`config.mk`:
```
export PLATFORM = sky130hd
export DESIGN_NAME = alu_seq
export DESIGN_NICKNAME = d
export VERILOG_FILES = /design/src/rtl/alu_seq_pkg.sv /design/src/rtl/alu_seq_shifter.sv /design/src/rtl/alu_seq.sv
export SDC_FILE = /design/constraint.sdc
export NUM_CORES = 1
export LEC_CHECK = 0
export CORE_MARGIN = 5
export CORE_UTILIZATION = 52
export CTS_BUF_LIST = sky130_fd_sc_hd__clkbuf_2 sky130_fd_sc_hd__clkbuf_4 sky130_fd_sc_hd__clkbuf_8
export DETAILED_ROUTE_END_ITERATION = 12
export PLACE_DENSITY_LB_ADDON = 0.2
export RECOVER_POWER = 100
export SYNTH_ARGS = -nofsm -noshare
export SYNTH_HDL_FRONTEND = slang
export SYNTH_SLANG_ARGS = --single-unit
```
`constraint.sdc`:
```
create_clock -name clock -period 12.2 [get_ports clock]
set_input_delay 1.83 -clock clock [delete_from_list [all_inputs] [get_ports clock]]
set_output_delay 1.83 -clock clock [all_outputs]
set_load 0.05 [all_outputs]
```
`src/rtl/alu_seq_pkg.sv`:
```
// Shared types for the sequential ALU: operation codes, FSM states and shifter modes.
package alu_seq_pkg;

  typedef enum logic [3:0] {
    OP_PASS_A = 4'd0,
    OP_PASS_B = 4'd1,
    OP_ADD    = 4'd2,
    OP_SUB    = 4'd3,
    OP_AND    = 4'd4,
    OP_OR     = 4'd5,
    OP_XOR    = 4'd6,
    OP_NOT    = 4'd7,
    OP_DEC    = 4'd8,
    OP_SEXT   = 4'd9,
    OP_SHL    = 4'd10,
    OP_SHR    = 4'd11,
    OP_ASR    = 4'd12,
    OP_MUL    = 4'd13
  } alu_op_e;

  typedef enum logic [1:0] {
    ST_IDLE  = 2'd0,
    ST_SHIFT = 2'd1,
    ST_MUL   = 2'd2,
    ST_FIN   = 2'd3
  } alu_state_e;

  typedef enum logic [1:0] {
    SH_L = 2'd0,
    SH_R = 2'd1,
    SH_A = 2'd2
  } shift_mode_e;

endpackage

```
`src/rtl/alu_seq_shifter.sv`:
```
// Loadable one-bit-per-cycle shift register with down-counter; exposes the next value
// and the bit leaving this cycle so the owner can register the final result directly.
module alu_seq_shifter
  import alu_seq_pkg::*;
#(
  parameter int unsigned WIDTH = 16,
  parameter int unsigned CW    = 5
) (
  input  logic             clock,
  input  logic             notReset,
  input  logic             load,
  input  logic             en,
  input  shift_mode_e      mode,
  input  logic [WIDTH-1:0] load_val,
  input  logic [CW-1:0]    load_cnt,
  output logic [CW-1:0]    cnt,
  output logic [WIDTH-1:0] q_next_c,
  output logic             out_bit_c
);

  logic [WIDTH-1:0] q;
  shift_mode_e      mode_q;

  always_comb begin
    q_next_c  = q;
    out_bit_c = 1'b0;
    case (mode_q)
      SH_L: begin
        q_next_c  = {q[WIDTH-2:0], 1'b0};
        out_bit_c = q[WIDTH-1];
      end
      SH_R: begin
        q_next_c  = {1'b0, q[WIDTH-1:1]};
        out_bit_c = q[0];
      end
      SH_A: begin
        q_next_c  = {q[WIDTH-1], q[WIDTH-1:1]};
        out_bit_c = q[0];
      end
      default: ;
    endcase
  end

  always_ff @(posedge clock) begin
    if (!notReset) begin
      q      <= '0;
      cnt    <= '0;
      mode_q <= SH_L;
    end else if (load) begin
      q      <= load_val;
      cnt    <= load_cnt;
      mode_q <= mode;
    end else if (en && cnt != '0) begin
      q   <= q_next_c;
      cnt <= cnt - CW'(1);
    end
  end

endmodule

```
`src/rtl/alu_seq.sv`:
```
// Registered sequential ALU: single-cycle logic/arith, multi-cycle shifts by N and,
// when ALU_SEQ_MUL_EN is defined, an unsigned shift-add multiply on op 13.
module alu_seq
  import alu_seq_pkg::*;
#(
  parameter int unsigned WIDTH = 16,
  parameter int unsigned CNTW  = $clog2(WIDTH)
) (
  input  logic             clock,
  input  logic             notReset,
  input  logic             start,
  input  logic [3:0]       op,
  input  logic [WIDTH-1:0] a,
  input  logic [WIDTH-1:0] b,
  input  logic             cin,
  input  logic             signed_cmp,
  output logic             busy,
  output logic             done,
  output logic [WIDTH-1:0] y,
  output logic             cout,
  output logic             zout
);

  localparam int unsigned CW = CNTW + 1;
  localparam int unsigned SW = WIDTH + 1;
  localparam int unsigned HW = WIDTH / 2;

  alu_state_e       state_q, state_d;
  logic [WIDTH-1:0] y_d;
  logic             cout_d, zout_d, busy_d, done_d;

  alu_op_e          op_c;
  logic [CNTW-1:0]  n_c;
  logic [WIDTH-1:0] b_eff_c, y_c;
  logic [SW-1:0]    sum_c;
  logic             cout_c;

  logic             sh_load, sh_en, sh_out_c;
  shift_mode_e      sh_mode;
  logic [WIDTH-1:0] sh_val, sh_next_c;
  logic [CW-1:0]    sh_cnt_ld, sh_cnt;

  assign op_c    = alu_op_e'(op);
  assign n_c     = b[CNTW-1:0];
  assign b_eff_c = (op_c == OP_SUB) ? ~b : b;
  assign sum_c   = {1'b0, a} + {1'b0, b_eff_c} + SW'(cin);

  // Single-cycle unit; the signed fix flips carry when operand signs differ.
  always_comb begin
    y_c    = '0;
    cout_c = 1'b0;
    case (op_c)
      OP_PASS_A: y_c = a;
      OP_PASS_B: y_c = b;
      OP_ADD, OP_SUB: begin
        y_c    = sum_c[WIDTH-1:0];
        cout_c = sum_c[WIDTH] ^ (signed_cmp & a[WIDTH-1]) ^ (signed_cmp & b[WIDTH-1]);
      end
      OP_AND:  y_c = a & b;
      OP_OR:   y_c = a | b;
      OP_XOR:  y_c = a ^ b;
      OP_NOT:  y_c = ~a;
      OP_DEC: begin
        y_c    = a - WIDTH'(1);
        cout_c = |a;
      end
      OP_SEXT: begin
        y_c    = {{HW{a[HW-1]}}, a[HW-1:0]};
        cout_c = a[HW-1];
      end
      default: ;
    endcase
  end

  alu_seq_shifter #(
    .WIDTH (WIDTH),
    .CW    (CW)
  ) u_shifter (
    .clock     (clock),
    .notReset  (notReset),
    .load      (sh_load),
    .en        (sh_en),
    .mode      (sh_mode),
    .load_val  (sh_val),
    .load_cnt  (sh_cnt_ld),
    .cnt       (sh_cnt),
    .q_next_c  (sh_next_c),
    .out_bit_c (sh_out_c)
  );

`ifdef ALU_SEQ_MUL_EN
  localparam int unsigned PW = 2 * WIDTH;
  logic [PW-1:0] acc_q, acc_d, mcand_q, mcand_d, acc_sum_c;

  // The shifter walks B from its LSB; each set bit adds the shifted multiplicand.
  assign acc_sum_c = acc_q + (sh_out_c ? mcand_q : '0);

  always_ff @(posedge clock) begin
    acc_q   <= acc_d;
    mcand_q <= mcand_d;
  end
`endif

  always_comb begin
    state_d   = state_q;
    y_d       = y;
    cout_d    = cout;
    busy_d    = 1'b0;
    done_d    = 1'b0;
    sh_load   = 1'b0;
    sh_en     = 1'b0;
    sh_mode   = SH_R;
    sh_val    = a;
    sh_cnt_ld = CW'(n_c);
`ifdef ALU_SEQ_MUL_EN
    acc_d     = acc_q;
    mcand_d   = mcand_q;
`endif
    case (state_q)
      ST_IDLE: begin
        if (start) begin
          case (op_c)
            OP_SHL, OP_SHR, OP_ASR: begin
              if (n_c == '0) begin
                y_d    = a;
                cout_d = 1'b0;
                done_d = 1'b0 | 1'b1;
              end else begin
                sh_load = 1'b1;
                if (op_c == OP_SHL) sh_mode = SH_L;
                else if (op_c == OP_SHR) sh_mode = SH_R;
                else sh_mode = SH_A;
                busy_d  = 1'b1;
                state_d = ST_SHIFT;
              end
            end
`ifdef ALU_SEQ_MUL_EN
            OP_MUL: begin
              sh_load   = 1'b1;
              sh_mode   = SH_R;
              sh_val    = b;
              sh_cnt_ld = CW'(WIDTH);
              acc_d     = '0;
              mcand_d   = PW'(a);
              busy_d    = 1'b1;
              state_d   = ST_MUL;
            end
`endif
            default: begin
              y_d    = y_c;
              cout_d = cout_c;
              done_d = 1'b1;
            end
          endcase
        end
      end
      // Final shift is taken straight from the shifter's next value into y.
      ST_SHIFT: begin
        sh_en = 1'b1;
        if (sh_cnt == CW'(1)) begin
          y_d     = sh_next_c;
          cout_d  = sh_out_c;
          done_d  = 1'b1;
          state_d = ST_FIN;
        end else begin
          busy_d = 1'b1;
        end
      end
`ifdef ALU_SEQ_MUL_EN
      ST_MUL: begin
        sh_en   = 1'b1;
        acc_d   = acc_sum_c;
        mcand_d = mcand_q << 1;
        if (sh_cnt == CW'(1)) begin
          y_d     = acc_sum_c[WIDTH-1:0];
          cout_d  = |acc_sum_c[PW-1:WIDTH];
          done_d  = 1'b1;
          state_d = ST_FIN;
        end else begin
          busy_d = 1'b1;
        end
      end
`endif
      default: state_d = ST_IDLE;
    endcase
  end

  assign zout_d = done_d ? (y_d == '0) : zout;

  always_ff @(posedge clock) begin
    if (!notReset) begin
      state_q <= ST_IDLE;
      y       <= '0;
      cout    <= 1'b0;
      zout    <= 1'b0;
      busy    <= 1'b0;
      done    <= 1'b0;
    end else begin
      state_q <= state_d;
      y       <= y_d;
      cout    <= cout_d;
      zout    <= zout_d;
      busy    <= busy_d;
      done    <= done_d;
    end
  end

endmodule

```
Yosys cells after proc, flatten, opt, wreduce, memory -nomap -nowiden
Cells that the tools add are included.
- bitwise operators: 10
- mux-type cells: 42
- equality and inequality tests: 21
- $add $sub $neg: 4
- reductions and logical operators: 16
- operators by type and width (operator ; count):
    $pmux W16 S9 ; 1
    $mux W16 ; 7
    $pmux W16 S3 ; 1
    $not A16 Y16 ; 2
    $pmux W16 S2 ; 1
    $eq A4 B4 Y1 const B ; 5
    $mux W2 ; 10
    $add A16 B16 Y17 ; 1
    $add A17 B1 Y17 ; 1
    $and A16 B16 Y16 ; 1
    $eq A4 B3 Y1 const B ; 4
    $logic_not A16 Y1 ; 1
    $or A16 B16 Y16 ; 1
    $reduce_or A16 Y1 ; 1
    $sub A16 B1 Y16 const B ; 1
    $xor A16 B16 Y16 ; 1
    $mux W1 ; 14
    $eq A4 B2 Y1 const B ; 2
    $logic_not A4 Y1 ; 2
    $mux W4 ; 2
    $pmux W1 S2 ; 4
    $reduce_and A4 Y1 ; 2
    $ne A2 B2 Y1 const B ; 3
    $reduce_or A2 Y1 ; 3
    other kinds (17) ; 22
- logic and storage cells: 103
- register bits: 45
- output and inout bits: 20
- input port bits: 41

Depth between registers and ports, before layout
Gate-level depths: netlist of the first run.
- word-level depth: 10
- mapped depth: 18

Hierarchy
Synthesis of the first run repeated with hierarchy kept, for this count alone.
- cell total of the unflattened synthesis: 807
- area, all modules: 5979.5 um^2
- by module, submodules not included (module ; sequential area each (um^2) ; cells an instance ; area each (um^2) ; times used):
    alu_seq ; 440.4 ; 625 ; 4469.3 ; 1
    alu_seq_shifter ; 460.4 ; 182 ; 1510.2 ; 1

Worst setup path before layout of the first run
No wires, ideal clock.
- path kind: input to register
- start point: in op[2]
- end point: reg cout
- data arrival time: 5.411 ns
- cell stages on the path: 17
- library setup time: 0.060 ns
- setup slack: 6.730 ns
- data required time: 12.140 ns
- cells stage by stage: buf_2 nor2b_1 nand2_1 nor2_1 xnor2_1 fa_1 inv_1 fa_1 a211oi_2 o211ai_1 a41oi_2 o21ai_1 a2111oi_0 nor3_1 xor2_1 o31ai_1 and3_1
- cells in the longest elaborated chain, start to end: 10
- elaborated cells on any way between the ends: 20
- classes of those cells: 2 x add/sub; 8 x eq/ne; 5 x mux; 2 x bitwise; 3 x reduce/logical
- RTL lines (what ; line ; text):
    start, declared ; alu_seq.sv:12 ; input logic [3:0] op,
    $eq A4 B2 Y1 ; alu_seq.sv:45, alu_seq.sv:52 ;
    $mux W16 ; alu_seq.sv:45 ; assign b_eff_c = (op_c == OP_SUB) ? ~b : b;
    $add A16 B16 Y17 ; alu_seq.sv:46 ; assign sum_c = {1'b0, a} + {1'b0, b_eff_c} + SW'(cin);
    $add A17 B1 Y17 ; alu_seq.sv:46 ;
    $xor A1 B1 Y1 (2 in series) ; alu_seq.sv:57 ; cout_c = sum_c[WIDTH] ^ (signed_cmp & a[WIDTH-1]) ^ (signed_cmp & b[WIDTH-1]);
    $pmux W1 S3 ; alu_seq.sv:52 ; case (op_c)
    $mux W1 ; alu_seq.sv:122 ; case (op_c)
    $mux W1 ; alu_seq.sv:121 ; if (start) begin
    $pmux W1 S2 ; alu_seq.sv:119 ; case (state_q)
    end signal, assigned ; alu_seq.sv:201 ; cout <= cout_d;
    end, declared ; alu_seq.sv:20 ; output logic cout,
Several ways; a longest one is shown, not always the timed one. The select of a mux whose other input is x is not followed.
A chain may end at the register's enable or synchronous reset.

Worst setup path after layout of the first run
Ends and elaborated chain as after synthesis.

==> impl_results.md, run 1 <==
* Outcome: complete, but fails checks
* Violated checks: max-capacitance violations, max-slew violations
* H-tree depth at 2
* Power consumption at 503 uW
* Register-to-Register Setup Slack at 8.85 ns
* Worst-case clock buffer depth at 2
* Gpl congestion at 1.07
* Die ar. at 0.0138 mm^2
* DR pass1 iterations at 8
* RSZ-0062 raised after global routing: false
* Number of nets still failing antenna checks after routing at 0
* Sequential power share at 33.4%
* Number of remaining DRC errors at 0
* Commonest cells in the netlist: nand2_1, nor2_1, ha_1
* Register area share after synthesis at 15.0%
* Internal power at 292 uW
* Source of the worst hold timing path: u_shifter.cnt[4]$_SDFFE_PP0P_
* Max cap viols at 2
* CP startpoint: op[2]
* Startpoint types: primary input
* CTS clk-pin slew, worst paths at 0.09 ns
* Reg-to-Reg Start: u_shifter.mode_q[0]$_SDFFE_PN0P_
* Ratio of cells with drive above 1 in the final layout at 5.52%
* Endpoint type of the worst setup path: register
* #FFs+latches synth at 45
* Max Clk Rate at 0.121 GHz
* Final setup viols at 0
* Pwr dens at 75.1 mW/mm^2
* Setup ws final at 3.94 ns
* Inserted Diodes at 0
* Final HPWL DP at 16.9 mm
* Synth Net Count at 923
* Io pins at 61
* Worst EP arrival at 8.51 ns
* Die W at 117 um
* Final hold viol count at 0
* Total negative slack at 0 ns
* Distinct cells, synth at 85
* Logic pwr share at 46.8%
* Total Nets Final at 949
* Clk root buf: clkbuf_8
* Avg Inst Size Synth at 7.26 um^2
* Initial antenna violation count at 0
* Design Area, Final at 0.00670 mm^2
* Overall routed net length at 22.0 mm
* Most instantiated library cell after synthesis: nand2_1
* Post-CTS setup buffers at 0
* Vias in the first global route at 6,288
* Hold WS at 0.508 ns
* Clock Sinks at 45
* Max VDD drop at 0.0775 mV
* Total global-route track usage at 30.7%
* Clk_skew at 0.0108 ns
* Core ar. at 0.0114 mm^2
* Site row count at 39
* Pin count of the biggest net entering global routing at 48
* Vias per inst at 6.76
* Netlist Area Pre-Place at 0.00600 mm^2
* Switching Share at 41.9%
* Cell count after synthesis at 826
* Placed cell count at 988
* Layout area overhead at 11.7%
* Hold crit path type: register to register
* Async S/R FF share, synth at 0%
* Synth warn at 0
* Slew Limit Fails at 55
* Commonest register cell after synthesis: dfxtp_1
* DIE HEIGHT at 117 um
* Later-pin clock latency in the skew report at 0.30 ns
* Vias at 6,724
* Tmin final at 8.26 ns
* Switching Power at 211 uW
* Clock Power Share at 19.7%
* Cts bufs inserted at 5
* Max transition margin at -13.6%
* Req. time, crit path at 12.45 ns
* Largest cells by area after synthesis: dfxtp_1, ha_1, nand2_1
* CP max FO at 37
* WL/cell at 22.1 um
* Total gr overflow at 0
* Wire length of the first global-routing pass at 35.0 mm
* Finished Layout Cells at 995
* CP Class: primary input to register
* Tcrit/Tclk final at 67.7%
* Iteration-0 DRC Markers at 916
* EDFF count, synth at 0
* CTS tree: yes
* Synth top area share at 15.0%
* LEAKAGE at 2.53 nW
* Resized cells post-CTS at 0
* Placement-stage cell area at 0.00664 mm^2
* Place WS at 5.14 ns
* Starting Density at 52.7%
* CTS Hold Bufs at 0
* Layout Utilization at 58.9%
* Worst Tran Pin Value at 1.70 ns
* Port Buffers at 60
* Yosys top cell by area: dfxtp_1
worst max-delay path, cell delays in order:
cell and delay [ns]:
dlygate4sd3_1 0.53, clkbuf_1 0.66, nor2b_1 0.62, nand2_1 0.30
nor2_1 1.28, xnor2_1 0.24, fa_1 0.24, inv_1 0.08
fa_1 0.40, a211oi_1 0.35, o211ai_1 0.26, a41oi_1 0.40
o21ai_0 0.17, a2111oi_0 0.46, nor3_1 0.13, xor2_1 0.18
o31ai_1 0.20, and3_1 0.17
final timing paths:
| kind | endpoint | cells past startpoint |
|---|---|---|
| setup / recovery | cout$_SDFFE_PN0P_ | 18 |
| hold / removal | u_shifter.cnt[4]$_SDFFE_PP0P_ | 2 |
| setup reg to reg | zout$_SDFFE_PN0P_ | 10 |
| hold reg to reg | u_shifter.cnt[4]$_SDFFE_PP0P_ | 2 |
state kept, by name, summed over array words and instances, names as in the netlist:
signal,count
y,16
done,1
u_shifter.cnt,5
u_shifter.mode_q,2
state_q,2
u_shifter.q,16
zout,1
cout,1
busy,1
cell usage in the layout, fill, tap and decap left out, drive strengths merged, types with 9 or more instances in the layout:
cell type	count
nand2	99
nor2	74
ha	54
o21ai	53
inv	51
a21oi	50
dfxtp	45
clkdlybuf4s50	38
xnor2	26
dlygate4sd3	22
nor2b	19
nor3	18
a311oi	15
o211ai	15
a22oi	14
nand3	14
nand4	13
and2	13
a31oi	12
a211oi	12
buf	10
clkbuf	10
a22o	9
metal layers:
layer,global-route usage (%),share of wire (%),vias to the layer above
met1,43.8,44,3184
li1,-,-,3109
met2,47.9,45,383
met3,4.52,9.3,48
met5,0,0,-
met4,8.48,2.3,0
layout make-up:
class                      count  area, um^2
sequential                    45         901
tap                          143         179
inverter                      52         195
timing repair buffer          73         687
multi-input combinational    675        4650
clock buffer                   7        90.1
fill                        1087        4670
power groups by stage:
stage	clock, mW	sequential (mW)	combinational [mW]
CTS	0.0991	0.168	0.233
global route	0.105	0.169	0.254
detailed placement	0	0.171	0.232
finish	0.0992	0.168	0.236
global placement	0	0.171	0.229
floorplan	0	0.186	0.139
logic make-up (layout without fill, tap and decap cells):
logic type	after synthesis	count (layout)	share of synthesized area, %
and+or+nand+nor	311	311	27.1
DFF	45	45	15.0
AOI/OAI and AO/OA	260	260	30.5
muxes	14	14	3.21
buffers and inverters	106	132	7.26
adders and majority gates	56	56	11.9
xor gates and xnor gates	34	34	4.97
(Power assumes the default switching activity.)
==> run 2: changes to the inputs <==
==> constraint.sdc (replaced) <==
create_clock -name clock -period 7.5 [get_ports clock]
set_input_delay 1.125 -clock clock [delete_from_list [all_inputs] [get_ports clock]]
set_output_delay 1.125 -clock clock [all_outputs]
set_load 0.05 [all_outputs]
==> impl_results.md, run 2 (synthesis gave the netlist of run 1 again) <==
* Outcome: finished, final reports clean
* CP startpoint: op[2]
* Total negative slack at 0 ns (unchanged)
* Vias per inst at 6.76 (about the same)
* Clk root buf: clkbuf_8
* Total global-route track usage at 31.4% (+0.75 points)
* Reg-to-Reg Start: u_shifter.mode_q[0]$_SDFFE_PN0P_
* Max Clk Rate at 0.157 GHz
* Vias at 6,733 (+0.13%)
* Number of nets still failing antenna checks after routing at 0 (unchanged)
* CP Class: primary input to register
* Layout Utilization at 59.1% (+0.14 points)
* Max transition margin at 19.4% (+33 points)
* Max cap viols at 0 (-2)
* CTS Hold Bufs at 0 (unchanged)
* Clk_skew at 0.00202 ns (-0.00875 ns)
* Post-CTS setup buffers at 0 (unchanged)
* DIE HEIGHT at 117 um (unchanged)
* Req. time, crit path at 7.76 ns (-4.69 ns)
* Endpoint type of the worst setup path: register
* Worst Tran Pin Value at 1.19 ns (-0.511 ns)
* Source of the worst hold timing path: u_shifter.mode_q[0]$_SDFFE_PN0P_
* DR pass1 iterations at 5 (-3)
* CTS clk-pin slew, worst paths at 0.09 ns (about the same)
* Hold WS at 0.507 ns (-0.00112 ns)
* Max VDD drop at 0.127 mV (+64%)
* Worst-case clock buffer depth at 2 (unchanged)
* Tmin final at 6.37 ns
* Filler instances at 1,064 (-2.1%)
* Most frequent cells in the layout: nand2_1, nor2_1, ha_1
* Tcrit/Tclk final at 84.9%
* Clock Sinks at 45 (unchanged)
* Initial antenna violation count at 0 (unchanged)
* Wire length of the first global-routing pass at 35.6 mm (+1.6%)
* Layout area overhead at 12.0%
* Register-to-Register Setup Slack at 4.02 ns (-4.83 ns)
* Vias in the first global route at 6,342 (+0.86%)
* Later-pin clock latency in the skew report at 0.31 ns (about the same)
* H-tree depth at 2 (unchanged)
* Ratio of cells with drive above 1 in the final layout at 5.98% (+0.46 points)
* Core ar. at 0.0114 mm^2 (unchanged)
* Kind of cell adding the most delay to the critical path: buffers and inverters
* Iteration-0 DRC Markers at 967 (+5.6%)
* Final hold viol count at 0 (unchanged)
* Total gr overflow at 0 (unchanged)
* Crit-path cells: dlygate4sd3_1 > buf_4 > nor2b_1 > nand2_1 > nor2_2 > clkbuf_1 > xnor2_1 > fa_1 > inv_1 > fa_1 > a22oi_1 > o221ai_1 > o41ai_1 > nand2_1 > nor3_1 > nand4_2 > nor2_1 > a32o_2
* Worst EP arrival at 6.63 ns (-1.88 ns)
* CP max FO at 37 (unchanged)
* Placement-stage cell area at 0.00664 mm^2 (unchanged)
* Gpl congestion at 1.01 (-5.2%)
* Worst path max stage delay at 0.87 ns (-0.41 ns)
* Most common cell after layout, fill and taps aside: nand2_1
* Power consumption at 825 uW (+64%)
* Inserted Diodes at 0 (unchanged)
* Final HPWL DP at 17.1 mm (+1.4%)
* Hold crit path type: register to register
* Port Buffers at 60 (unchanged)
* Starting Density at 52.7% (unchanged)
* WL/cell at 22.5 um (+1.7%)
* Die ar. at 0.0138 mm^2 (unchanged)
* Cts bufs inserted at 5 (unchanged)
* Resized cells post-CTS at 0 (unchanged)
* Io pins at 61 (unchanged)
* Biggest regs: u_shifter.q (16), y (16), u_shifter.cnt (5)
* Overall routed net length at 22.4 mm (+1.8%)
* Number of remaining DRC errors at 0 (unchanged)
* Design Area, Final at 0.00672 mm^2 (+0.24%)
* LEAKAGE at 2.53 nW (+0.11%)
* Slew Limit Fails at 0 (-100%)
* Startpoint types: primary input
* CTS tree: yes
* Total Nets Final at 949 (unchanged)
* CP max-delay cell: clkbuf_1
* Pin count of the biggest net entering global routing at 47 (-2.1%)
* Site row count at 39 (unchanged)
* Final setup viols at 0 (unchanged)
* Pwr dens at 123 mW/mm^2 (+64%)
* Die W at 117 um (unchanged)
* Buf/Inv on CP at 4 (+1)
* RSZ-0062 raised after global routing: false
-- run 2: cell types whose count changed in the layout (fill, tap and decap cells not counted) --
cell	before	now
o21ai_0	49	48
a41oi_1	1	0
clkbuf_8	6	5
a211oi_2	0	1
a211oi_1	12	11
a41oi_2	0	1
o21ai_1	4	5
clkbuf_4	1	3
nor2_2	0	1
nor2_1	73	72
-- run 2: area by class of cell --
class	count	area, um^2	area share [%]
well taps	143	179	2.66
clock buffers	8	91.3	1.36
flip-flops and latches	45	901	13.4
inverters	52	195	2.91
multi-input cells	675	4660	69.4
repair buffers	73	687	10.2
-- run 2: path summary, 6_finish.rpt --
check	to	cells past startpoint
max	zout$_SDFFE_PN0P_	18
min reg2reg	u_shifter.mode_q[0]$_SDFFE_PN0P_	2
max reg2reg	zout$_SDFFE_PN0P_	10
min	u_shifter.mode_q[0]$_SDFFE_PN0P_	2
-- run 2: metal layers --
layer | wire (um) | GRT usage [%]
met4 | 455 | 7.90
met2 | 10200 | 49.7
met1 | 9730 | 44.7
met3 | 2030 | 4.62
met5 | 0 | 0
-- run 2: worst register-to-register path: stages (launching register included) --
cell and delay [ns]:
dfxtp_1 0.39, ha_1 0.73, inv_1 0.34, a2bb2oi_1 0.24, and2_1 0.25, a211oi_1 0.52
a31oi_1 0.20, nor3_1 0.28, nand4_2 0.15, nor2_1 0.19, a32o_2 0.14
-- run 2: stage by stage --
stage | setup slack, ns | instances
final | 1.13 | 996
after global routing | 0.767 | 996
after CTS | 1.90 | 996
after detailed placement | 1.57 | 988
after global placement | 1.81 | 988
after floorplan | 2.73 | 826
-- run 2: where the power goes --
group | switching (mW) | leakage, nW | total [mW] | internal, mW
combinational | 0.242 | 2.12 | 0.386 | 0.144
clock | 0.0878 | 0.0498 | 0.165 | 0.0773
sequential | 0.0190 | 0.368 | 0.273 | 0.254
total | 0.349 | 2.53 | 0.825 | 0.476
